### src/rtl/writeback_unit_pkg.sv
// Shared types for the writeback unit: register-write control word, load
// descriptors and formatted load results.
package writeback_unit_pkg;
  localparam int XLEN = 32;

  typedef logic [4:0] rv_reg_t;

  typedef struct packed {
    logic            enable;
    rv_reg_t         which_register;
    logic [XLEN-1:0] value;
  } reg_write_control_t;

  typedef enum logic [2:0] {
    F3_LB  = 3'b000,
    F3_LH  = 3'b001,
    F3_LW  = 3'b010,
    F3_LBU = 3'b100,
    F3_LHU = 3'b101
  } load_funct3_t;

  // funct3 kept as raw bits so unused encodings survive to the formatter
  typedef struct packed {
    rv_reg_t    rd;
    logic [2:0] funct3;
    logic [1:0] offset;
  } pending_load_t;

  typedef struct packed {
    rv_reg_t         rd;
    logic [XLEN-1:0] value;
  } load_result_t;
endpackage

### src/rtl/writeback_unit_if.sv
// Bus bundle between execute/memory/register_file and the writeback unit.
// master = producer/consumer side, slave = writeback_unit.
interface writeback_unit_if;
  import writeback_unit_pkg::*;

  logic               alu_valid;
  rv_reg_t            alu_rd;
  logic [XLEN-1:0]    alu_value;
  logic               load_issue_valid;
  logic               load_issue_ready;
  rv_reg_t            load_issue_rd;
  logic [2:0]         load_issue_funct3;
  logic [1:0]         load_issue_offset;
  logic               mem_rsp_valid;
  logic               mem_rsp_ready;
  logic [XLEN-1:0]    mem_rsp_data;
  reg_write_control_t write_control;
  logic [31:0]        rd_busy;
  logic               wb_error;

  modport master (
    output alu_valid, alu_rd, alu_value,
    output load_issue_valid, load_issue_rd, load_issue_funct3, load_issue_offset,
    output mem_rsp_valid, mem_rsp_data,
    input  load_issue_ready, mem_rsp_ready, write_control, rd_busy, wb_error
  );

  modport slave (
    input  alu_valid, alu_rd, alu_value,
    input  load_issue_valid, load_issue_rd, load_issue_funct3, load_issue_offset,
    input  mem_rsp_valid, mem_rsp_data,
    output load_issue_ready, mem_rsp_ready, write_control, rd_busy, wb_error
  );
endinterface

### src/rtl/writeback_unit_fifo.sv
// wb_fifo: small synchronous FIFO, head visible combinationally; push while
// full is accepted only when a pop happens on the same edge.
module wb_fifo #(
  parameter type T     = logic [7:0],
  parameter int  DEPTH = 2
) (
  input  logic                     clock,
  input  logic                     reset_n,
  input  logic                     push,
  input  T                         push_data,
  input  logic                     pop,
  output T                         head,
  output logic                     full,
  output logic                     empty,
  output logic [$clog2(DEPTH):0]   count
);
  localparam int PW = (DEPTH > 1) ? $clog2(DEPTH) : 1;
  localparam int CW = $clog2(DEPTH) + 1;
  localparam logic [CW-1:0] DEPTH_C = CW'(DEPTH);
  localparam logic [PW-1:0] LAST_C  = PW'(DEPTH - 1);

  T mem [DEPTH];
  logic [PW-1:0] wr_ptr, rd_ptr;
  logic do_push, do_pop;

  assign full    = (count == DEPTH_C);
  assign empty   = (count == '0);
  assign do_pop  = pop && !empty;
  assign do_push = push && (!full || do_pop);
  assign head    = mem[rd_ptr];

  always_ff @(posedge clock) begin
    if (do_push) mem[wr_ptr] <= push_data;
  end

  always_ff @(posedge clock or negedge reset_n) begin
    if (!reset_n) begin
      wr_ptr <= '0;
      rd_ptr <= '0;
      count  <= '0;
    end else begin
      if (do_push) wr_ptr <= (wr_ptr == LAST_C) ? '0 : wr_ptr + 1'b1;
      if (do_pop)  rd_ptr <= (rd_ptr == LAST_C) ? '0 : rd_ptr + 1'b1;
      case ({do_push, do_pop})
        2'b10:   count <= count + 1'b1;
        2'b01:   count <= count - 1'b1;
        default: count <= count;
      endcase
    end
  end
endmodule

### src/rtl/writeback_unit.sv
// writeback_unit: merges ALU results and in-order load responses into one
// register write per edge. Optional per-register load scoreboard: WB_LOAD_SCOREBOARD_EN.
module writeback_unit
  import writeback_unit_pkg::*;
#(
  parameter int LOAD_DEPTH   = 4,
  parameter int RESULT_DEPTH = 2
) (
  input logic             clock,
  input logic             reset_n,
  writeback_unit_if.slave bus
);
  localparam int PCW = $clog2(LOAD_DEPTH) + 1;
  localparam int RCW = $clog2(RESULT_DEPTH) + 1;

  pending_load_t   pend_in, pend_head;
  load_result_t    res_in, res_head;
  logic            pend_push, pend_pop, pend_full, pend_empty;
  logic            res_push, res_pop, res_full, res_empty;
  logic [PCW-1:0]  pend_count;
  logic [RCW-1:0]  res_count;
  logic            rsp_accept;
  logic [7:0]      byte_sel;
  logic [15:0]     half_sel;
  logic [XLEN-1:0] fmt_value;
  logic            unused_counts;

  assign unused_counts = ^{pend_count, res_count};

  // No bypass: a pop on a full pending queue does not open the issue port.
  assign bus.load_issue_ready = !pend_full;
  assign pend_push = bus.load_issue_valid && !pend_full;
  assign pend_in   = '{rd: bus.load_issue_rd, funct3: bus.load_issue_funct3,
                       offset: bus.load_issue_offset};

  // The ALU always wins the write port; the buffer drains only on ALU-idle edges.
  assign res_pop           = !bus.alu_valid && !res_empty;
  assign bus.mem_rsp_ready = !res_full || res_pop;
  assign rsp_accept        = bus.mem_rsp_valid && bus.mem_rsp_ready;
  assign pend_pop          = rsp_accept && !pend_empty;
  assign res_push          = pend_pop;
  assign res_in            = '{rd: pend_head.rd, value: fmt_value};

  assign byte_sel = bus.mem_rsp_data[{pend_head.offset, 3'b000} +: 8];
  assign half_sel = bus.mem_rsp_data[{pend_head.offset[1], 4'b0000} +: 16];

  always_comb begin
    fmt_value = bus.mem_rsp_data;
    case (pend_head.funct3)
      F3_LB:   fmt_value = {{(XLEN-8){byte_sel[7]}}, byte_sel};
      F3_LH:   fmt_value = {{(XLEN-16){half_sel[15]}}, half_sel};
      F3_LBU:  fmt_value = {{(XLEN-8){1'b0}}, byte_sel};
      F3_LHU:  fmt_value = {{(XLEN-16){1'b0}}, half_sel};
      default: fmt_value = bus.mem_rsp_data;
    endcase
  end

  wb_fifo #(.T(pending_load_t), .DEPTH(LOAD_DEPTH)) u_pending (
    .clock(clock), .reset_n(reset_n),
    .push(pend_push), .push_data(pend_in), .pop(pend_pop),
    .head(pend_head), .full(pend_full), .empty(pend_empty), .count(pend_count)
  );

  wb_fifo #(.T(load_result_t), .DEPTH(RESULT_DEPTH)) u_results (
    .clock(clock), .reset_n(reset_n),
    .push(res_push), .push_data(res_in), .pop(res_pop),
    .head(res_head), .full(res_full), .empty(res_empty), .count(res_count)
  );

  always_ff @(posedge clock or negedge reset_n) begin
    if (!reset_n) begin
      bus.write_control <= '0;
    end else if (bus.alu_valid) begin
      bus.write_control <= '{enable: (bus.alu_rd != '0), which_register: bus.alu_rd,
                             value: bus.alu_value};
    end else if (res_pop) begin
      bus.write_control <= '{enable: (res_head.rd != '0), which_register: res_head.rd,
                             value: res_head.value};
    end else begin
      bus.write_control.enable <= 1'b0;
    end
  end

  always_ff @(posedge clock or negedge reset_n) begin
    if (!reset_n)                      bus.wb_error <= 1'b0;
    else if (rsp_accept && pend_empty) bus.wb_error <= 1'b1;
  end

`ifdef WB_LOAD_SCOREBOARD_EN
  localparam int BW = $clog2(LOAD_DEPTH + RESULT_DEPTH) + 1;

  logic [BW-1:0] busy_cnt [32];
  logic [31:0]   busy_inc, busy_dec;

  assign busy_inc = pend_push ? ((32'd1 << bus.load_issue_rd) & ~32'd1) : 32'd0;
  assign busy_dec = res_pop   ? ((32'd1 << res_head.rd) & ~32'd1)       : 32'd0;

  always_ff @(posedge clock or negedge reset_n) begin
    if (!reset_n) begin
      for (int r = 0; r < 32; r++) busy_cnt[r] <= '0;
    end else begin
      for (int r = 0; r < 32; r++) begin
        if (busy_inc[r] && !busy_dec[r])      busy_cnt[r] <= busy_cnt[r] + 1'b1;
        else if (busy_dec[r] && !busy_inc[r]) busy_cnt[r] <= busy_cnt[r] - 1'b1;
      end
    end
  end

  always_comb begin
    bus.rd_busy = '0;
    for (int r = 0; r < 32; r++) bus.rd_busy[r] = (busy_cnt[r] != '0);
  end
`else
  assign bus.rd_busy = '0;
`endif
endmodule
### src/flat_wrapper.sv
// flat-port wrapper written by rule: the top's interface ports become plain ports
module writeback_unit_flat import writeback_unit_pkg::*;
#(
  parameter int LOAD_DEPTH   = 4,
  parameter int RESULT_DEPTH = 2
)
  (clock, reset_n, bus_alu_valid, bus_alu_rd, bus_alu_value, bus_load_issue_valid, bus_load_issue_rd, bus_load_issue_funct3, bus_load_issue_offset, bus_mem_rsp_valid, bus_mem_rsp_data, bus_load_issue_ready, bus_mem_rsp_ready, bus_write_control, bus_rd_busy, bus_wb_error);
  writeback_unit_if bus_i ();
  input logic clock;
  input logic reset_n;
  input wire logic [$bits(bus_i.alu_valid)-1:0] bus_alu_valid;
  input wire logic [$bits(bus_i.alu_rd)-1:0] bus_alu_rd;
  input wire logic [$bits(bus_i.alu_value)-1:0] bus_alu_value;
  input wire logic [$bits(bus_i.load_issue_valid)-1:0] bus_load_issue_valid;
  input wire logic [$bits(bus_i.load_issue_rd)-1:0] bus_load_issue_rd;
  input wire logic [$bits(bus_i.load_issue_funct3)-1:0] bus_load_issue_funct3;
  input wire logic [$bits(bus_i.load_issue_offset)-1:0] bus_load_issue_offset;
  input wire logic [$bits(bus_i.mem_rsp_valid)-1:0] bus_mem_rsp_valid;
  input wire logic [$bits(bus_i.mem_rsp_data)-1:0] bus_mem_rsp_data;
  output wire logic [$bits(bus_i.load_issue_ready)-1:0] bus_load_issue_ready;
  output wire logic [$bits(bus_i.mem_rsp_ready)-1:0] bus_mem_rsp_ready;
  output wire logic [$bits(bus_i.write_control)-1:0] bus_write_control;
  output wire logic [$bits(bus_i.rd_busy)-1:0] bus_rd_busy;
  output wire logic [$bits(bus_i.wb_error)-1:0] bus_wb_error;
  assign bus_i.alu_valid = bus_alu_valid;
  assign bus_i.alu_rd = bus_alu_rd;
  assign bus_i.alu_value = bus_alu_value;
  assign bus_i.load_issue_valid = bus_load_issue_valid;
  assign bus_i.load_issue_rd = bus_load_issue_rd;
  assign bus_i.load_issue_funct3 = bus_load_issue_funct3;
  assign bus_i.load_issue_offset = bus_load_issue_offset;
  assign bus_i.mem_rsp_valid = bus_mem_rsp_valid;
  assign bus_i.mem_rsp_data = bus_mem_rsp_data;
  assign bus_load_issue_ready = bus_i.load_issue_ready;
  assign bus_mem_rsp_ready = bus_i.mem_rsp_ready;
  assign bus_write_control = bus_i.write_control;
  assign bus_rd_busy = bus_i.rd_busy;
  assign bus_wb_error = bus_i.wb_error;
  writeback_unit #(.LOAD_DEPTH(LOAD_DEPTH), .RESULT_DEPTH(RESULT_DEPTH)) u_core (.clock(clock), .reset_n(reset_n), .bus(bus_i));
endmodule
### config.mk
export PLATFORM = sky130hd
export DESIGN_NAME = writeback_unit_flat
export DESIGN_NICKNAME = d
export VERILOG_FILES = /design/src/rtl/writeback_unit_pkg.sv /design/src/rtl/writeback_unit_if.sv /design/src/rtl/writeback_unit_fifo.sv /design/src/rtl/writeback_unit.sv /design/src/flat_wrapper.sv
export SDC_FILE = /design/constraint.sdc
export NUM_CORES = 1
export LEC_CHECK = 0
export CORE_ASPECT_RATIO = 1.75
export CORE_MARGIN = 5
export CORE_UTILIZATION = 52
export DETAILED_ROUTE_END_ITERATION = 8
export HOLD_SLACK_MARGIN = 0.08
export PLACE_DENSITY = 0.92
export SLEW_MARGIN = 20
export SYNTH_ARGS = -nofsm -noshare
export SYNTH_HDL_FRONTEND = slang
export SYNTH_HIERARCHICAL = 1
export SYNTH_SLANG_ARGS = --single-unit
### constraint.sdc
create_clock -name clock -period 4.9 [get_ports clock]
set_clock_uncertainty 0.1 [all_clocks]
set_input_delay 1.225 -clock clock [delete_from_list [all_inputs] [get_ports clock]]
set_output_delay 1.225 -clock clock [all_outputs]
set_load 0.01 [all_outputs]
======== Yosys cells after proc, flatten, opt, wreduce, memory -nomap -nowiden ========
Memory sizes are Yosys's and may differ from the RTL's.
Cells that the tools add are included.
storage, ports and cells
  register bits ........................... 50
  RAM bits ................................ 114
  input bits .............................. 84
  output and inout port bits .............. 73
  word-level logic and storage cells ...... 72
  memories ................................ 2
memory list
  memory                words  bits a word  rd ports  clocked after memory_dff  write ports  line                       source
  u_core.u_results.mem  2      37           1         0                         1            writeback_unit_fifo.sv:22  T mem [DEPTH];
  u_core.u_pending.mem  4      10           1         0                         1            writeback_unit_fifo.sv:22
cells by class
  $add $sub $neg .......................... 8
  eq/ne operators ......................... 11
  shifts and indexed selects .............. 2
  muxes and demuxes ....................... 14
  reduce and logical (&&, ||, !) cells .... 25
operator list
  kind                                                                 number
  32-bit one-hot mux with 4 select lines                               1
  38-bit two-way mux                                                   1
  37-bit two-way mux                                                   1
  32-bit by 6-bit indexed part select with 16-bit output               1
  32-bit by 6-bit indexed part select with 8-bit output                1
  2-bit == test (second input constant)                                5
  5-bit nonzero test                                                   2
  3-bit == test (second input constant)                                3
  1-bit logical AND                                                    9
  1-bit two-way mux                                                    7
  2-bit by 1-bit adder with 2-bit output (second input constant)       3
  3-bit logical NOT                                                    2
  3-bit one-hot mux with 2 select lines                                1
  2-bit nonzero test                                                   3
  1-bit logical NOT                                                    5
  2-bit by 1-bit == test with 1-bit output (second input constant)     2
  2-bit two-way mux                                                    2
  2-bit one-hot mux with 2 select lines                                1
  3-bit by 1-bit adder with 3-bit output (second input constant)       1
  3-bit by 1-bit == test with 1-bit output (second input constant)     1
  1-bit logical OR                                                     3
  3-bit by 1-bit subtractor with 3-bit output (second input constant)  1
  1-bit adder (second input constant)                                  2
  2-bit logical NOT                                                    1
  2-bit by 1-bit subtractor with 2-bit output (second input constant)  1

======== Logic depth before layout (Yosys ltp) ========
Gate-level depths: netlist of the first run.
  depth after elaboration ................. 11
  depth in mapped cells ................... 11
  depth with buffers taken out ............ 11

======== By module ========
The synthesis of the first run kept the hierarchy.
by module, submodules not included
  module                       instances  cells each  area an instance (µm²)  seq. area each (µm²)
  wb_fifo at u_core.u_results  1          134         2970.3                  2322.2
  writeback_unit               1          326         2829.0                  975.9
  wb_fifo at u_core.u_pending  1          100         1956.9                  1376.3

======== Worst setup path before layout of the first run ========
No wires, ideal clock.
  kind .................................... input to register
  start ................................... in bus_alu_valid
  end ..................................... mem u_core/u_results/mem[0][0] (netlist bit) (enable)
  setup time .............................. 0.431 ns
  arrival ................................. 3.858 ns
  data required time ...................... 4.369 ns
  path slack .............................. 0.511 ns
  stages .................................. 5
  buffers on the path ..................... 0
  cells stage by stage .................... o21ai_0 > nand2_1 > nor2_1 > o21ai_4 > nor2_1
between the ends
  word-level cells in the longest chain between the ends .. 8
  elaborated cells on any way between the ends .. 10
  classes of those cells .................. mux (2); reduce/logical (8)
ends and longest elaborated chain
  what                                     line                       source
  start, declared                          flat_wrapper.sv:11         input wire logic [$bits(bus_i.alu_valid)-1:0] bus_alu_valid;
  1-bit logical NOT                        writeback_unit.sv:37       assign res_pop = !bus.alu_valid && !res_empty;
  1-bit logical AND                        writeback_unit.sv:37
  1-bit logical OR                         writeback_unit.sv:38       assign bus.mem_rsp_ready = !res_full || res_pop;
  1-bit logical AND                        writeback_unit.sv:39       assign rsp_accept = bus.mem_rsp_valid && bus.mem_rsp_ready;
  1-bit logical AND                        writeback_unit.sv:40       assign pend_pop = rsp_accept && !pend_empty;
  named net u_core.pend_pop                writeback_unit.sv:18       logic pend_push, pend_pop, pend_full, pend_empty;
  1-bit logical AND                        writeback_unit_fifo.sv:29  assign do_push = push && (!full || do_pop);
  1-bit two-way mux                        writeback_unit_fifo.sv:33  if (do_push) mem[wr_ptr] <= push_data;
  1-bit two-way mux (implied by the code)  writeback_unit_fifo.sv:33
  end, declared                            writeback_unit_fifo.sv:22
The timed path passes the listed nets, and every way through them passes these cells.

======== Final worst setup path of the first run ========
  start ................................... in bus_alu_valid
  end ..................................... reg u_core.u_pending.count[2]
between the ends
  word-level cells in the longest chain between the ends .. 10
  elaborated cells on any way between the ends .. 12
  classes of those cells .................. eq/ne (2); mux (1); reduce/logical (9)
ends and longest elaborated chain
  what                                                                                line                       source
  1-bit logical NOT (*)                                                               writeback_unit.sv:37
  1-bit logical AND (*)                                                               writeback_unit.sv:37
  1-bit logical OR (*)                                                                writeback_unit.sv:38
  1-bit logical AND (*)                                                               writeback_unit.sv:39
  1-bit logical AND (*)                                                               writeback_unit.sv:40
  named net u_core.pend_pop                                                           writeback_unit.sv:18
  1-bit logical AND (*)                                                               writeback_unit_fifo.sv:28  assign do_pop = pop && !empty;
  1-bit logical OR                                                                    writeback_unit_fifo.sv:29
  1-bit logical AND                                                                   writeback_unit_fifo.sv:29
  2-bit by 1-bit == test with 1-bit output / 2-bit == test (equally long branches)    writeback_unit_fifo.sv:44  case ({do_push, do_pop})
  3-bit one-hot mux with 2 select lines / 2-bit nonzero test (equally long branches)  --
  end signal, assigned                                                                writeback_unit_fifo.sv:45  2'b10: count <= count + 1'b1;
  end signal, assigned                                                                writeback_unit_fifo.sv:46  2'b01: count <= count - 1'b1;
  end signal, assigned                                                                writeback_unit_fifo.sv:47  default: count <= count;
  end, declared                                                                       writeback_unit_fifo.sv:15  output logic [$clog2(DEPTH):0] count
Mark *: on every way through the listed nets, which the timed path passes. The rest lies on a longest branch.
A chain may end at the register's enable or synchronous reset.

==> flow_metrics.env, run 1 <==
export IMPL_status="completed"
export IMPL_port_buffers=124
export IMPL_crit_required_ps=5140
export IMPL_clock_sinks=164
export IMPL_synthArstFlopShare_pct=30.5
export IMPL_final_cell_mix="clkdlybuf4s50_1, edfxtp_1, nand2_1"
export IMPL_ys_warn_count=6
export IMPL_cts_root_buffer="clkbuf_16"
export IMPL_grt_max_degree=78
export IMPL_crit_slowest_cell="nor2_1"
export IMPL_cts_reportedPaths_clkPinSlew_ps=70
export IMPL_r2r_slack_ps=1410
export IMPL_slew_headroom_pct=26.6
export IMPL_final_common_cell="clkdlybuf4s50_1"
export IMPL_grt_overflow_total=0
export IMPL_ir_drop_mv=0.420
export IMPL_row_count=59
export IMPL_vias=4824
export IMPL_die_x_um=102
export IMPL_antenna_found_initial=0
export IMPL_synth_xor_area_share_pct=0.903
export IMPL_crit_type="in2reg"
export IMPL_synth_compound_area_share_pct=7.26
export IMPL_leakagePower_nw=3.71
export IMPL_cts_buffers=17
export IMPL_dp_cells=834
export IMPL_via_per_inst=5.57
export IMPL_fmax_mhz=269
export IMPL_io_pins=157
export IMPL_rsz0062_at_grt="no"
export IMPL_place_gp_congestion=0.852
export IMPL_initial_core_util_pct=52.5
export IMPL_area_delta_synth_final_pct=23.5
export IMPL_layout_setup_ws_ps=1190
export IMPL_clk_path_buf_depth=2
export IMPL_period_share_pct=75.8
export IMPL_wl_per_cell_um=19.7
export IMPL_drive_above_1_share_pct=15.7
export IMPL_routed_wl_um=17000
export IMPL_fin_setup_tns_ps=0
export IMPL_yosysSeqAreaShare_pct=60.3
export IMPL_coreArea_sq_um=14800
export IMPL_finalCriticalPeriod_ps=3710
export IMPL_hold_viol_final=0
export IMPL_total_power_mw=6.14
export IMPL_finalSetupViolCount=0
export IMPL_cap_violations=0
export IMPL_highest_layer="met4"
export IMPL_ys_ff_latch=164
export IMPL_first_global_vias=5047
export IMPL_synthMuxAreaShare_pct=16.8
export IMPL_gr_usage_all_layers_pct=19.9
export IMPL_instances_no_fill=866
export IMPL_wl_met2_um=9280
export IMPL_cts_tree="yes"
export IMPL_hpwlAfterDp_um=12500
export IMPL_grt_pass1_wl_um=26200
export IMPL_post_cts_buffers=0
export IMPL_cp_cell_sequence="buf_2 -> o21ai_0 -> nand2_1 -> nor2_1 -> o31a_1 -> or2b_1 -> fa_1 -> nand2b_1 -> o32ai_2 -> xor2_1"
export IMPL_cts_htree_levels=4
export IMPL_route_detailed_drc=0
export IMPL_insertion_delay_ps=430
export IMPL_cts_resized=0
export IMPL_worst_pin_slew_ps=1100
export IMPL_slew_viol_final=0
export IMPL_yosys_area_share_simple_pct=7.50
export IMPL_max_stage_delay_ps=560
export IMPL_n_antenna_cell=0
export IMPL_die_area_sq_um=17600
export IMPL_finalNetCount=761
export IMPL_cp_end_kind="flop"
export IMPL_dr_wl_met3_um=1130
export IMPL_drtIter0Drc=413
export IMPL_syn_area_sq_um=7760
export IMPL_wl_met1_um=6040
export IMPL_crit_arrival_ps=3960
export IMPL_first_pass_iters=5
export IMPL_synth_adder_area_share_pct=1.23
export IMPL_post_place_ws_ps=773
export IMPL_synth_top_family_by_area="multiplexers"
export IMPL_synthCells=560
export IMPL_final_cell_area_sq_um=9580
export IMPL_pwr_density_cell_nw_per_um2=641
export IMPL_synth_edf_count=114
export IMPL_place_area_sq_um=8950
export IMPL_ys_flop_type="edfxtp_1"
export IMPL_cp_max_fo=8
export IMPL_hold_buffers=0
export IMPL_die_height_um=172
export IMPL_ant_nets=0
export IMPL_synth_distinct_cells=49
export IMPL_avgSynthCellArea_sq_um=13.9
export IMPL_start_kind="primary input"
export IMPL_hold_class="reg2reg"
cells in the mapped netlist (all sizes together), types with 9 or more instances:
cell / n / area [sq um]
clkbuf: 21 / 78.8
inv: 9 / 33.8
nand2: 70 / 263
o21ai: 41 / 216
mux4: 11 / 248
edfxtp: 114 / 3420
nor2: 9 / 33.8
nand3b: 9 / 67.6
dfrtp: 50 / 1250
nor2b: 11 / 73.8
mux2: 42 / 548
mux2i: 51 / 510
buf: 46 / 349
report_power, final:
group          internal, mW  switching, mW  total, mW  leakage, nW
registers              2.13          0.258       2.38         1.65
clock network         0.700          0.638       1.34        0.301
logic                  1.17           1.25       2.42         1.76
total                  3.99           2.15       6.14         3.71
metal layers:
layer	up-vias	global-route usage, %
met1	2374	22.5
li1	2211	-
met4	0	8.45
met3	42	4.55
met2	197	35.6
met5	-	0
area by class of cell:
class / instances / area, sq um
Sequential cell: 164 / 4680
Clock inverter: 15 / 196
Multi-Input combinational cell: 351 / 2760
Fill cell: 1047 / 5190
Clock buffer: 17 / 425
Tap cell: 183 / 229
Timing Repair Buffer: 127 / 1260
Inverter: 9 / 33.8
worst max-delay path: cells and delay by family:
family	cells	cell delay [ps]
buffers and inverters	1	130
AOI/OAI and AO/OA	3	950
xor gates and xnor gates	1	190
and+or+nand+nor	4	1090
adders and majority gates	1	380
sequential cells by signal (all words and copies together) (netlist names):
signal,count
u_core/u_results/mem,74
u_core/u_results/rd_ptr,1
u_core/u_pending/wr_ptr,2
u_core/bus.write_control,38
u_core/bus.wb_error,1
u_core/u_pending/mem,40
u_core/u_pending/rd_ptr,2
u_core/u_results/count,2
u_core/u_pending/count,3
u_core/u_results/wr_ptr,1
metrics by stage:
| step | hold slack, ps | util (%) |
|---|---|---|
| after floorplan | 367 | - |
| after global placement | 358 | 60.6 |
| after detailed placement | 370 | 60.6 |
| after CTS | 398 | 64.8 |
| after global routing | 417 | 64.9 |
| final | 403 | 64.9 |
cells by family (layout without fill, tap and decap cells):
kind of cell | after synthesis | after routing
AOI/OAI and AO/OA | 82 | 82
xor gates and xnor gates | 8 | 8
adders and majority gates | 7 | 7
buffers and inverters | 76 | 168
DFF | 164 | 164
muxes | 104 | 104
other | 1 | 32
and+or+nand+nor | 118 | 118
worst paths after layout:
kind / startpoint / endpoint / cells after the start
min in group asynchronous: reset_n / u_core/bus.write_control[17] / 1
worst min-delay path: u_core/bus.wb_error / u_core/bus.wb_error / 1
worst min register to register: u_core/bus.wb_error / u_core/bus.wb_error / 1
max in group asynchronous: reset_n / u_core/u_results/rd_ptr / 1
worst max-delay path: bus_alu_valid / u_core/u_pending/count[2] / 10
worst max register to register: u_core/u_pending/rd_ptr[0] / u_core/u_results/mem[1][29] / 4
(Power assumes the default switching activity.)
==> inputs of run 2 (changes only) <==
--- a/config.mk
+++ b/config.mk
@@ -7,10 +7,10 @@
 export LEC_CHECK = 0
 export CORE_ASPECT_RATIO = 1.75
 export CORE_MARGIN = 5
-export CORE_UTILIZATION = 52
+export CORE_UTILIZATION = 47
 export DETAILED_ROUTE_END_ITERATION = 8
 export HOLD_SLACK_MARGIN = 0.08
-export PLACE_DENSITY = 0.92
+export PLACE_DENSITY = 0.88
 export SLEW_MARGIN = 20
 export SYNTH_ARGS = -nofsm -noshare
 export SYNTH_HDL_FRONTEND = slang
==> constraint.sdc (replaced) <==
create_clock -name clock -period 3.2 [get_ports clock]
set_clock_uncertainty 0.1 [all_clocks]
set_input_delay 0.8 -clock clock [delete_from_list [all_inputs] [get_ports clock]]
set_output_delay 0.8 -clock clock [all_outputs]
set_load 0.01 [all_outputs]
==> flow_metrics.env, run 2 (synthesized netlist as in run 1, its figures left out) <==
export IMPL_status="completed"
export IMPL_first_pass_iters=5
export IMPL_ir_drop_mv=0.393
export IMPL_hold_ws_ps=109
export IMPL_die_height_um=180
export IMPL_hold_class="in2async"
export IMPL_cts_root_buffer="clkbuf_16"
export IMPL_total_power_mw=9.26
export IMPL_pwr_density_cell_nw_per_um2=966
export IMPL_crit_required_ps=3360
export IMPL_top_register="u_core/u_results/mem"
export IMPL_leakagePower_nw=3.72
export IMPL_hold_buffers=0
export IMPL_crit_type="reg2reg"
export IMPL_initial_core_util_pct=47.6
export IMPL_die_x_um=107
export IMPL_rsz0062_at_grt="no"
export IMPL_place_gp_congestion=0.862
export IMPL_slew_viol_final=0
export IMPL_finalNetCount=771
export IMPL_seq_power_share_pct=39.1
export IMPL_clock_sinks=164
export IMPL_grt_pass1_wl_um=27600
export IMPL_cts_resized=0
export IMPL_cp_max_fo=27
export IMPL_slew_headroom_pct=27.2
export IMPL_worst_pin_slew_ps=1090
export IMPL_final_common_cell="clkdlybuf4s50_1"
export IMPL_internal_power_mw=6.11
export IMPL_finalCriticalPeriod_ps=2810
export IMPL_row_count=62
export IMPL_start_kind="flop"
export IMPL_die_area_sq_um=19300
export IMPL_area_delta_synth_final_pct=23.6
export IMPL_wl_per_cell_um=19.9
export IMPL_cts_buffers=17
export IMPL_via_per_inst=5.49
export IMPL_ant_nets=0
export IMPL_cp_end_kind="flop"
export IMPL_place_area_sq_um=9030
export IMPL_cap_violations=0
export IMPL_first_global_vias=5213
export IMPL_final_cell_mix="clkdlybuf4s50_1, edfxtp_1, nand2_1"
export IMPL_routed_wl_um=17700
export IMPL_vias=4867
export IMPL_hpwlAfterDp_um=13000
export IMPL_drive_above_1_share_pct=16.6
export IMPL_final_cell_area_sq_um=9590
export IMPL_antenna_found_initial=2
export IMPL_io_pins=157
export IMPL_hold_viol_final=0
export IMPL_switching_power_mw=3.16
export IMPL_top_regs="u_core/u_results/mem: 74 flops, u_core/u_pending/mem: 40 flops, u_core/bus.write_control: 38 flops"
export IMPL_port_buffers=124
export IMPL_insertion_delay_ps=420
export IMPL_post_cts_buffers=0
export IMPL_comb_power_share_pct=41.2
export IMPL_grt_max_degree=77
export IMPL_coreArea_sq_um=16300
export IMPL_r2r_cells=5
export IMPL_period_share_pct=87.9
export IMPL_fmax_mhz=356
export IMPL_crit_arrival_ps=2970
export IMPL_grt_overflow_total=0
export IMPL_swShare_pct=34.1
export IMPL_cts_tree="yes"
export IMPL_largest_reg_flops=74
export IMPL_finalSetupViolCount=0
export IMPL_clk_path_buf_depth=2
export IMPL_gr_usage_all_layers_pct=18.7
export IMPL_cts_htree_levels=4
export IMPL_route_detailed_drc=0
export IMPL_power_clock_fraction_pct=19.6
export IMPL_cts_reportedPaths_clkPinSlew_ps=60
export IMPL_drtIter0Drc=368
[run 2: worst paths after layout]
check / startpoint / endpoint / slack [ps]
min in group clock: u_core/bus.wb_error / u_core/bus.wb_error / 420
worst max register to register: u_core/u_pending/rd_ptr[0] / u_core/u_results/mem[1][13] / 390
worst min-delay path: reset_n / u_core/bus.write_control[14] / 110
worst min register to register: u_core/bus.wb_error / u_core/bus.wb_error / 420
worst max-delay path: u_core/u_pending/rd_ptr[0] / u_core/u_results/mem[1][13] / 390
max in group asynchronous: reset_n / u_core/u_results/wr_ptr / 2330
[run 2: metrics by stage]
step	setup TNS [ps]	setup WS, ps	cells	utilization (%)
2_1_floorplan	-1670	-22.6	591	-
3_3_place_gp	0	226	852	55.4
3_5_place_dp	0	57.2	852	55.4
4_1_cts	0	365	884	58.7
5_1_grt	0	265	887	58.9
6_report	0	388	887	58.9
[run 2: per-layer routing]
layer  wire [um]  up-vias  GRT usage (%)
met3        1350       36           4.85
met4         654        0           9.32
met1        5940     2384           19.6
li1            -     2243              -
met2        9730      204           33.8
met5           0        -              0
[run 2: power groups by stage]
stage | registers (mW) | clock network [mW] | logic [mW]
finish | 3.63 | 1.82 | 3.82
global route | 3.69 | 1.94 | 4.13
CTS | 3.64 | 1.85 | 3.81
detailed placement | 3.66 | 0 | 3.78
global placement | 3.59 | 0 | 3.57
floorplan | 3.59 | 0 | 2.68
[run 2: critical path, stage by stage (launching register included)]
cell     delay, ps
dfrtp_1        520
buf_4          260
mux4_2         770
nor2b_1        570
a22o_1         230
a221o_1        200
[run 2: area by class of cell]
| class | instances | area, sq um |
|---|---|---|
| diodes | 2 | 5.00 |
| fillers | 1250 | 6700 |
| inverters | 9 | 33.8 |
| clock buffers | 18 | 429 |
| flip-flops and latches | 164 | 4680 |
| repair buffers | 137 | 1340 |
| clock inverters | 14 | 101 |
| multi-input cells | 351 | 2760 |
| well taps | 192 | 240 |
